### src/rtl/instruction_decode_pkg.sv
// Shared decode definitions: opcodes, immediate formats, ALU operation codes.
// DECODE_RV32M_EN widens alu_op by one bit and adds the M-extension codes.
package decode_pkg;

   localparam logic [6:0] OPC_OP     = 7'b0110011;
   localparam logic [6:0] OPC_OP_IMM = 7'b0010011;
   localparam logic [6:0] OPC_LOAD   = 7'b0000011;
   localparam logic [6:0] OPC_STORE  = 7'b0100011;
   localparam logic [6:0] OPC_BRANCH = 7'b1100011;
   localparam logic [6:0] OPC_JAL    = 7'b1101111;
   localparam logic [6:0] OPC_JALR   = 7'b1100111;
   localparam logic [6:0] OPC_LUI    = 7'b0110111;
   localparam logic [6:0] OPC_AUIPC  = 7'b0010111;

   typedef enum logic [2:0] {IMM_I, IMM_S, IMM_B, IMM_U, IMM_J, IMM_NONE} imm_fmt_t;

   typedef enum logic {ST_EMPTY, ST_FULL} state_t;

   // Eleven base codes plus eight M-ext codes do not fit in four bits.
`ifdef DECODE_RV32M_EN
   localparam int ALU_OP_W = 5;
`else
   localparam int ALU_OP_W = 4;
`endif

   localparam logic [ALU_OP_W-1:0] ALU_ADD    = ALU_OP_W'(0);
   localparam logic [ALU_OP_W-1:0] ALU_SUB    = ALU_OP_W'(1);
   localparam logic [ALU_OP_W-1:0] ALU_SLL    = ALU_OP_W'(2);
   localparam logic [ALU_OP_W-1:0] ALU_SLT    = ALU_OP_W'(3);
   localparam logic [ALU_OP_W-1:0] ALU_SLTU   = ALU_OP_W'(4);
   localparam logic [ALU_OP_W-1:0] ALU_XOR    = ALU_OP_W'(5);
   localparam logic [ALU_OP_W-1:0] ALU_SRL    = ALU_OP_W'(6);
   localparam logic [ALU_OP_W-1:0] ALU_SRA    = ALU_OP_W'(7);
   localparam logic [ALU_OP_W-1:0] ALU_OR     = ALU_OP_W'(8);
   localparam logic [ALU_OP_W-1:0] ALU_AND    = ALU_OP_W'(9);
   localparam logic [ALU_OP_W-1:0] ALU_PASS_B = ALU_OP_W'(10);
`ifdef DECODE_RV32M_EN
   // Ordered by funct3 so MUL + funct3 selects the operation.
   localparam logic [ALU_OP_W-1:0] ALU_MUL    = ALU_OP_W'(16);
   localparam logic [ALU_OP_W-1:0] ALU_MULH   = ALU_OP_W'(17);
   localparam logic [ALU_OP_W-1:0] ALU_MULHSU = ALU_OP_W'(18);
   localparam logic [ALU_OP_W-1:0] ALU_MULHU  = ALU_OP_W'(19);
   localparam logic [ALU_OP_W-1:0] ALU_DIV    = ALU_OP_W'(20);
   localparam logic [ALU_OP_W-1:0] ALU_DIVU   = ALU_OP_W'(21);
   localparam logic [ALU_OP_W-1:0] ALU_REM    = ALU_OP_W'(22);
   localparam logic [ALU_OP_W-1:0] ALU_REMU   = ALU_OP_W'(23);
`endif

   // Register/immediate ALU op for funct7 == 0.
   function automatic logic [ALU_OP_W-1:0] alu_base(input logic [2:0] funct3);
      case (funct3)
         3'd0:    return ALU_ADD;
         3'd1:    return ALU_SLL;
         3'd2:    return ALU_SLT;
         3'd3:    return ALU_SLTU;
         3'd4:    return ALU_XOR;
         3'd5:    return ALU_SRL;
         3'd6:    return ALU_OR;
         default: return ALU_AND;
      endcase
   endfunction

endpackage

### src/rtl/instruction_decode_imm_gen.sv
// Combinational immediate generator: selects and sign-extends per format.
module imm_gen
   import decode_pkg::*;
(
   input  logic [31:0] instr,
   input  imm_fmt_t    fmt,
   output logic [31:0] imm
);

   logic s;
   assign s = instr[31];

   always_comb begin
      imm = '0;
      case (fmt)
         IMM_I:   imm = {{20{s}}, instr[31:20]};
         IMM_S:   imm = {{20{s}}, instr[31:25], instr[11:7]};
         IMM_B:   imm = {{19{s}}, s, instr[7], instr[30:25], instr[11:8], 1'b0};
         IMM_U:   imm = {instr[31:12], 12'b0};
         IMM_J:   imm = {{11{s}}, s, instr[19:12], instr[20], instr[30:21], 1'b0};
         default: imm = '0;
      endcase
   end

endmodule

### src/rtl/instruction_decode.sv
// RV32I decode stage: one-entry pipeline register with valid/ready and flush.
// Define DECODE_RV32M_EN to decode the M extension instead of trapping it.
module instruction_decode
   import decode_pkg::*;
#(
   parameter int instr_size = 32,
   parameter int reg_addr_w = 5,
   parameter int alu_op_w   = ALU_OP_W
) (
   input  logic                  clk,
   input  logic                  rst,
   input  logic                  in_valid,
   input  logic [instr_size-1:0] in_instr,
   input  logic [instr_size-1:0] in_pc,
   output logic                  in_ready,
   input  logic                  flush,
   output logic                  out_valid,
   input  logic                  out_ready,
   output logic [instr_size-1:0] out_pc,
   output logic [reg_addr_w-1:0] rd,
   output logic [reg_addr_w-1:0] rs1,
   output logic [reg_addr_w-1:0] rs2,
   output logic [instr_size-1:0] imm,
   output logic [alu_op_w-1:0]   alu_op,
   output logic                  alu_src_imm,
   output logic                  reg_write,
   output logic                  mem_read,
   output logic                  mem_write,
   output logic                  branch,
   output logic                  jump,
   output logic                  illegal
);

   state_t state_reg, state_next;
   logic   capture;

   logic [6:0] opcode;
   logic [2:0] funct3;
   logic [6:0] funct7;
   assign opcode = in_instr[6:0];
   assign funct3 = in_instr[14:12];
   assign funct7 = in_instr[31:25];

   imm_fmt_t              fmt;
   logic [instr_size-1:0] imm_next;
   logic [alu_op_w-1:0]   op_dec, alu_op_next;
   logic src_next, wr_dec, mr_dec, mw_dec, br_dec, jp_dec, ill_next;
   logic reg_write_next, mem_read_next, mem_write_next, branch_next, jump_next;

   imm_gen u_imm_gen (
      .instr (in_instr),
      .fmt   (fmt),
      .imm   (imm_next)
   );

   always_comb begin
      fmt      = IMM_NONE;
      op_dec   = ALU_ADD;
      src_next = 1'b0;
      wr_dec   = 1'b0;
      mr_dec   = 1'b0;
      mw_dec   = 1'b0;
      br_dec   = 1'b0;
      jp_dec   = 1'b0;
      ill_next = 1'b0;
      case (opcode)
         OPC_OP: begin
            wr_dec = 1'b1;
            case (funct7)
               7'b0000000: op_dec = alu_base(funct3);
               7'b0100000: begin
                  if (funct3 == 3'd0)      op_dec = ALU_SUB;
                  else if (funct3 == 3'd5) op_dec = ALU_SRA;
                  else                     ill_next = 1'b1;
               end
`ifdef DECODE_RV32M_EN
               7'b0000001: op_dec = ALU_MUL + ALU_OP_W'(funct3);
`endif
               default: ill_next = 1'b1;
            endcase
         end
         OPC_OP_IMM: begin
            fmt      = IMM_I;
            src_next = 1'b1;
            wr_dec   = 1'b1;
            op_dec   = alu_base(funct3);
            // Shift-immediates reuse funct7 as an encoding qualifier.
            if (funct3 == 3'd1 && funct7 != 7'b0000000) ill_next = 1'b1;
            if (funct3 == 3'd5) begin
               if (funct7 == 7'b0100000)      op_dec = ALU_SRA;
               else if (funct7 != 7'b0000000) ill_next = 1'b1;
            end
         end
         OPC_LOAD: begin
            fmt      = IMM_I;
            src_next = 1'b1;
            wr_dec   = 1'b1;
            mr_dec   = 1'b1;
            ill_next = (funct3 == 3'd3) || (funct3 == 3'd6) || (funct3 == 3'd7);
         end
         OPC_STORE: begin
            fmt      = IMM_S;
            src_next = 1'b1;
            mw_dec   = 1'b1;
            ill_next = (funct3 > 3'd2);
         end
         OPC_BRANCH: begin
            fmt      = IMM_B;
            br_dec   = 1'b1;
            ill_next = (funct3 == 3'd2) || (funct3 == 3'd3);
            if (funct3[2:1] == 2'b11)  op_dec = ALU_SLTU;
            else if (funct3[2])        op_dec = ALU_SLT;
            else                       op_dec = ALU_SUB;
         end
         OPC_JAL: begin
            fmt      = IMM_J;
            src_next = 1'b1;
            wr_dec   = 1'b1;
            jp_dec   = 1'b1;
         end
         OPC_JALR: begin
            fmt      = IMM_I;
            src_next = 1'b1;
            wr_dec   = 1'b1;
            jp_dec   = 1'b1;
            ill_next = (funct3 != 3'd0);
         end
         OPC_LUI: begin
            fmt      = IMM_U;
            src_next = 1'b1;
            wr_dec   = 1'b1;
            op_dec   = ALU_PASS_B;
         end
         OPC_AUIPC: begin
            fmt      = IMM_U;
            src_next = 1'b1;
            wr_dec   = 1'b1;
         end
         default: ill_next = 1'b1;
      endcase
   end

   // An illegal encoding must have no architectural side effects downstream.
   assign alu_op_next    = ill_next ? ALU_ADD : op_dec;
   assign reg_write_next = wr_dec && !ill_next && (in_instr[11:7] != 5'd0);
   assign mem_read_next  = mr_dec && !ill_next;
   assign mem_write_next = mw_dec && !ill_next;
   assign branch_next    = br_dec && !ill_next;
   assign jump_next      = jp_dec && !ill_next;

   always_ff @(posedge clk) begin
      if (rst) state_reg <= ST_EMPTY;
      else     state_reg <= state_next;
   end

   always_comb begin
      state_next = state_reg;
      in_ready   = (state_reg == ST_EMPTY) || out_ready;
      capture    = in_valid && in_ready && !flush;
      if (flush)          state_next = ST_EMPTY;
      else if (capture)   state_next = ST_FULL;
      else if (out_ready) state_next = ST_EMPTY;
   end

   assign out_valid = (state_reg == ST_FULL);

   always_ff @(posedge clk) begin
      if (rst) begin
         out_pc      <= '0;
         rd          <= '0;
         rs1         <= '0;
         rs2         <= '0;
         imm         <= '0;
         alu_op      <= '0;
         alu_src_imm <= 1'b0;
         reg_write   <= 1'b0;
         mem_read    <= 1'b0;
         mem_write   <= 1'b0;
         branch      <= 1'b0;
         jump        <= 1'b0;
         illegal     <= 1'b0;
      end else if (capture) begin
         out_pc      <= in_pc;
         rd          <= in_instr[11:7];
         rs1         <= in_instr[19:15];
         rs2         <= in_instr[24:20];
         imm         <= imm_next;
         alu_op      <= alu_op_next;
         alu_src_imm <= src_next;
         reg_write   <= reg_write_next;
         mem_read    <= mem_read_next;
         mem_write   <= mem_write_next;
         branch      <= branch_next;
         jump        <= jump_next;
         illegal     <= ill_next;
      end
   end

endmodule

### config.mk
export PLATFORM = sky130hd
export DESIGN_NAME = instruction_decode
export DESIGN_NICKNAME = d
export VERILOG_FILES = /design/src/rtl/instruction_decode_pkg.sv /design/src/rtl/instruction_decode_imm_gen.sv /design/src/rtl/instruction_decode.sv
export SDC_FILE = /design/constraint.sdc
export NUM_CORES = 1
export LEC_CHECK = 0
export CAP_MARGIN = 20
export CORE_MARGIN = 2
export CORE_UTILIZATION = 40
export CTS_CLUSTER_DIAMETER = 80
export DETAILED_ROUTE_END_ITERATION = 8
export GPL_TIMING_DRIVEN = 0
export PLACE_DENSITY_LB_ADDON = 0.1
export SKIP_CTS_REPAIR_TIMING = 1
export SYNTH_ARGS = -nofsm -noshare
export SYNTH_HDL_FRONTEND = slang
export SYNTH_HIERARCHICAL = 1
export SYNTH_SLANG_ARGS = --single-unit
### constraint.sdc
create_clock -name clk -period 2.15 [get_ports clk]
set_input_delay 0.43 -clock clk [delete_from_list [all_inputs] [get_ports clk]]
set_output_delay 0.43 -clock clk [all_outputs]
set_load 0.03 [all_outputs]
* After elaboration in Yosys (flattened, before gate mapping)
Cells that the tools add are included.
** Word-level totals
- Bits in registers :: 91
** Cells by class
- Magnitude comparators :: 1
- Eq/ne operators :: 22
- Muxes and demuxes :: 28
- Bitwise operators :: 1
- Reduce and logical (&&, ||, !) cells :: 29
** Operators with widths (number)
- 32-bit one-hot mux with 5 select lines :: 1
- 7-bit by 6-bit == test with 1-bit output (second input constant) :: 4
- 4-bit one-hot mux with 7 select lines :: 1
- 7-bit == test (second input constant) :: 3
- 4-bit one-hot mux with 4 select lines :: 1
- 3-bit == test (second input constant) :: 5
- 3-bit one-hot mux with 5 select lines :: 1
- 7-bit by 5-bit == test with 1-bit output (second input constant) :: 2
- 1-bit 2-to-1 mux :: 14
- 7-bit OR reduction :: 2
- 3-bit by 2-bit == test with 1-bit output (second input constant) :: 4
- 4-bit 2-to-1 mux :: 3
- 1-bit logical AND :: 9
- 3-bit 2-to-1 mux :: 3
- 4-bit one-hot mux with 2 select lines :: 1
- 7-bit by 2-bit == test with 1-bit output (second input constant) :: 1
- 7-bit zero test :: 1
- 1-bit one-hot mux with 7 select lines :: 1
- 7-bit nonzero test :: 1
- 3-bit by 1-bit == test with 1-bit output (second input constant) :: 2
- 3-bit zero test :: 2
- 2-bit OR reduction :: 3
- 3-bit OR reduction :: 2
- 5-bit nonzero test :: 1
- 9 further kinds :: 13

* Logic depth before layout (Yosys ltp)
- Depth in word-level cells :: 10
- Gate-level depth with buffers :: 13
- Gate-level depth less buffers :: 9

* By module
Netlist, hierarchy kept.
** By module, submodules not included
- instruction_decode :: instances 1, cells each 481, area each 3762.4 um2, seq. area each 1821.7 um2
- imm_gen :: instances 1, cells each 94, area each 540.5 um2, seq. area each 0.0 um2

* Least setup slack after synthesis
Ideal clock, no wire load.
- Path type :: input-to-reg
- Start point :: in in_instr[6]
- End point :: reg imm[12]
- Library setup time :: 0.070 ns
- Arrival time :: 2.169 ns
- Setup slack :: -0.089 ns
- Stages :: 13
- Cell sequence :: buf_2 -> and3b_1 -> buf_4 -> a221oi_2 -> nor2_1 -> nand3_1 -> buf_2 -> and2_0 -> buf_2 -> a21oi_1 -> o22ai_1 -> nand2_1 -> a21oi_1
** On the way
- Word-level cells in the longest chain between the ends :: 5
** RTL lines
- from (decl) :: line instruction_decode.sv:13 : input logic [instr_size-1:0] in_instr,
- 7-bit by 5-bit == test with 1-bit output, or another cell as far along :: line instruction_decode.sv:66 : case (opcode)
- 3-bit OR reduction (no source line) / 2-bit OR reduction (equally long branches)
- 3-bit one-hot mux with 5 select lines * :: line instruction_decode.sv:66
- via fmt[0] :: line instruction_decode.sv:44 : imm_fmt_t fmt;
- 3-bit == test, or another cell as far along :: line instruction_decode_imm_gen.sv:15 : case (fmt)
- 32-bit one-hot mux with 5 select lines * :: line instruction_decode_imm_gen.sv:15
- via imm_next[12] :: line instruction_decode.sv:45 : logic [instr_size-1:0] imm_next;
- to (signal assigned) :: line instruction_decode.sv:187 : imm <= imm_next;
- to (decl) :: line instruction_decode.sv:23 : output logic [instr_size-1:0] imm,
The timed path passes the listed nets; every way through them passes the cells marked *.
A chain may end at the register's enable or synchronous reset.

* Worst setup path in the final report
- Start point :: in in_instr[12]
- End point :: reg reg_write
** On the way
- Word-level cells in the longest chain between the ends :: 10
** RTL lines
- 3-bit by 1-bit == test with 1-bit output :: line instruction_decode.sv:88 : if (funct3 == 3'd1 && funct7 != 7'b0000000) ill_next = 1'b1;
- 1-bit logical AND :: line instruction_decode.sv:88
- 1-bit 2-to-1 mux :: line instruction_decode.sv:88
- 1-bit 2-to-1 mux :: line instruction_decode.sv:91 : else if (funct7 != 7'b0000000) ill_next = 1'b1;
- 1-bit 2-to-1 mux :: line instruction_decode.sv:90 : if (funct7 == 7'b0100000) op_dec = ALU_SRA;
- 1-bit 2-to-1 mux :: line instruction_decode.sv:89 : if (funct3 == 3'd5) begin
- 1-bit one-hot mux with 7 select lines * :: line instruction_decode.sv:66
- 1-bit zero test * :: line instruction_decode.sv:145 : assign reg_write_next = wr_dec && !ill_next && (in_instr[11:7] != 5'd0);
- 1-bit logical AND * (2 in a row) :: line instruction_decode.sv:145
- to (signal assigned) :: line instruction_decode.sv:190 : reg_write <= reg_write_next;
- to (decl) :: line instruction_decode.sv:26 : output logic reg_write,
Every way passes the cells marked *; elsewhere a longest branch is shown, timed or not.

==> summary.txt <==
Post-Synth Simple-Gate Area - 0.276
wire length of the first global-routing pass - 21700 um
drt wl/cell - 15.5 um
Syn Nets - 644
initial antenna violation count - 0
DRC viols - 0
via count - 4696
XOR/XNOR Fraction of Synth Area - 0.00407
largest family of logic cells by synthesized area - simple AND/OR/NAND/NOR gates
cell count after synthesis - 575
worst slack, placed - -0.957 ns
total net switching power - 1.06 mW
most common cell after layout, fill and taps aside - nand2_1
FF+latch area - 1820 um2
Tmin final - 2.08 ns
io pins - 161
hold slack - 0.457 ns
largest net degree at the start of global routing - 17
Worst-Margin Slew - 0.512 ns
Max VDD drop - 302 uV
Routed Antenna Nets - 0
CP cell instances - clkdlybuf4s50_1 -> buf_4 -> o21ai_1 -> a2111oi_2 -> a211oi_2 -> buf_4 -> and2_4 -> a32o_1
combinational group share of total power - 0.205
max_cap viols - 0
# diodes - 0
later-pin clock latency in the skew report - 0.36 ns
register share of total power - 0.495
sw frac - 0.299
cell family with most CP delay - buffers and inverters
slowest stage cell, crit path - clkdlybuf4s50_1
fin util - 0.629
Inserted Clock Buffers - 9
layout cells sized above 1 - 0.117
Peak Freq - 0.482 GHz
Clk pwr share - 0.300
Remaining Overflow, GRT - 0
commonest cells after routing, fill and taps aside - nand2_1, clkdlybuf4s50_1, a21oi_1
H-tree levels - 3
final worst slack - 0.0739 ns
Synth Area in Adders - 0.00262
Pre-antenna DRT Iters - 5
vias in the first global route - 4393
final setup fails - 0
multi-input logic area - 2270 um2
Root Driver - clkbuf_8
clock skew - 0.00995 ns
CTS tree - built
Critical Path End Type - flop
Int Pwr - 2.49 mW
Async SR Flop Fraction - 0
design area - 6530 um2
fillcell total - 944
mux cell area share after synthesis - 0.0151
top_reg_cell synth - dfxtp_1
Final Hold Violating Endpoints - 0
Post-layout nets - 831
initial core utilization - 0.415
Distinct cells, synth - 60
slowest stage delay, CP - 0.57 ns
HPWL Detailed - 10500 um
die height - 108 um
DR vias/cell - 5.21
Pleak - 2.37 nW
WS Path Type - input port to flop
Tcrit/Tclk final - 0.966
overall power - 3.55 mW
row cnt - 37
Reg clk slew, reported paths - 0.09 ns
CP max FO - 9
synthesized area - 4300 um2
register area share after synthesis - 0.423
worst path required time - 2.40 ns
core area - 10400 um2
area grow syn2layout - 51.7%
Post-synth EDFFs - 0
deepest clock path buffer count - 2
Slew Viols, Final - 0
reg2reg setup slack - 0.22 ns
I/O Buffers - 158
most used cell, CP - buf_4
Power Dens Cells - 545 nW/um2
Die X - 108 um
Synth Area in Compound Gates - 0.207
Yosys warning total - 6
Worst Hold Class - flop to flop
Iter 0 DRT Violations - 294
GRT Util Overall - 0.236
Yosys reg bits - 91
CP Launch Type - input port
outcome - finished clean
Clock Sinks - 91
Cell Area, Placed - 6100 um2
Post-Syn Area per Cell - 7.48 um2
Bufs and invs on worst path - 3
final WL - 14000 um
Rel. slew slack - 0.658
Critical Path AT - 2.32 ns
die area - 11600 um2
routability congestion estimate - 0.872
[state kept, by name, summed over array words and instances, names as in the netlist]
name	count
rd	5
branch	1
imm	32
reg_write	1
jump	1
rs2	5
illegal	1
out_pc	32
rs1	5
mem_read	1
alu_src_imm	1
alu_op	4
out_valid	1
mem_write	1
[worst paths after layout]
path | end | cells past startpoint | start
hold reg to reg | imm[9]$_SDFFE_PP0P_ | 2 | imm[9]$_SDFFE_PP0P_
hold / removal | imm[9]$_SDFFE_PP0P_ | 2 | imm[9]$_SDFFE_PP0P_
setup / recovery | reg_write$_SDFFE_PP0P_ | 8 | in_instr[12]
setup reg to reg | alu_op[0]$_SDFFE_PP0P_ | 7 | out_valid$_SDFFE_PP0P_
[cell type report]
type / count / share of cell area
inverters: 9 / 0.00518
multi-input cells: 425 / 0.348
clock inverters: 6 / 0.00748
well taps: 136 / 0.0261
flip-flops and latches: 91 / 0.279
repair buffers: 176 / 0.266
clock buffers: 9 / 0.0190
plain buffers: 50 / 0.0489
[power by group through the flow]
| stage | logic, mW | clock network [mW] | registers [mW] |
|---|---|---|---|
| 2_1_floorplan | 0.263 | 0 | 1.90 |
| 3_3_place_gp | 0.683 | 0 | 1.80 |
| 3_5_place_dp | 0.690 | 0 | 1.80 |
| 4_1_cts | 0.694 | 1.10 | 1.76 |
| 5_1_grt | 0.781 | 1.17 | 1.77 |
| 6_report | 0.728 | 1.07 | 1.76 |
[cell families after synthesis]
kind of cell,Yosys count
adder cells (fa/ha/maj),1
multiplexers,6
XOR/XNOR,2
flip-flops,91
buffers and inverters,59
AO/OA/AOI/OAI,153
AND/OR/NAND/NOR,263
[synth_stat cells (all sizes together), types with 2 or more instances]
cell / count / area share
nor3b: 2 / 0.0035
nand3: 3 / 0.0035
and3b: 3 / 0.0061
inv: 9 / 0.0079
nand2b: 9 / 0.015
o31ai: 3 / 0.0052
clkbuf: 26 / 0.023
mux2i: 2 / 0.0047
nand2: 196 / 0.17
a32oi: 2 / 0.0041
nor3: 5 / 0.0058
o22ai: 13 / 0.020
a31oi: 2 / 0.0029
nand4: 5 / 0.0073
nor2: 12 / 0.010
a211oi: 6 / 0.013
nand3b: 3 / 0.0061
buf: 24 / 0.041
and2b: 2 / 0.0035
dfxtp: 91 / 0.42
nor4: 2 / 0.0064
and2: 3 / 0.0049
or2b: 2 / 0.0035
mux2: 4 / 0.010
o21ai: 6 / 0.0070
a2111oi: 2 / 0.0041
and4bb: 2 / 0.0067
nor2b: 10 / 0.015
a21oi: 107 / 0.12
[worst min-delay path: stages (launching register included)]
cell	delay (ns)
dfxtp_1	0.32
nand2_1	0.05
a21oi_1	0.05
[stage by stage]
stage	TNS, ns	std cells
2_1_floorplan	-0.00942	575
3_3_place_gp	-35.43	869
3_5_place_dp	-40.31	869
4_1_cts	-13.23	884
5_1_grt	-0.00330	902
6_report	0	902
[layer usage]
metal,track usage,routed length (um),up-vias
met5,0,0,-
met4,0.0852,261,0
met3,0.0642,1250,21
met2,0.381,6610,185
met1,0.303,5900,2176
li1,-,-,2314
(Power assumes the default switching activity.)
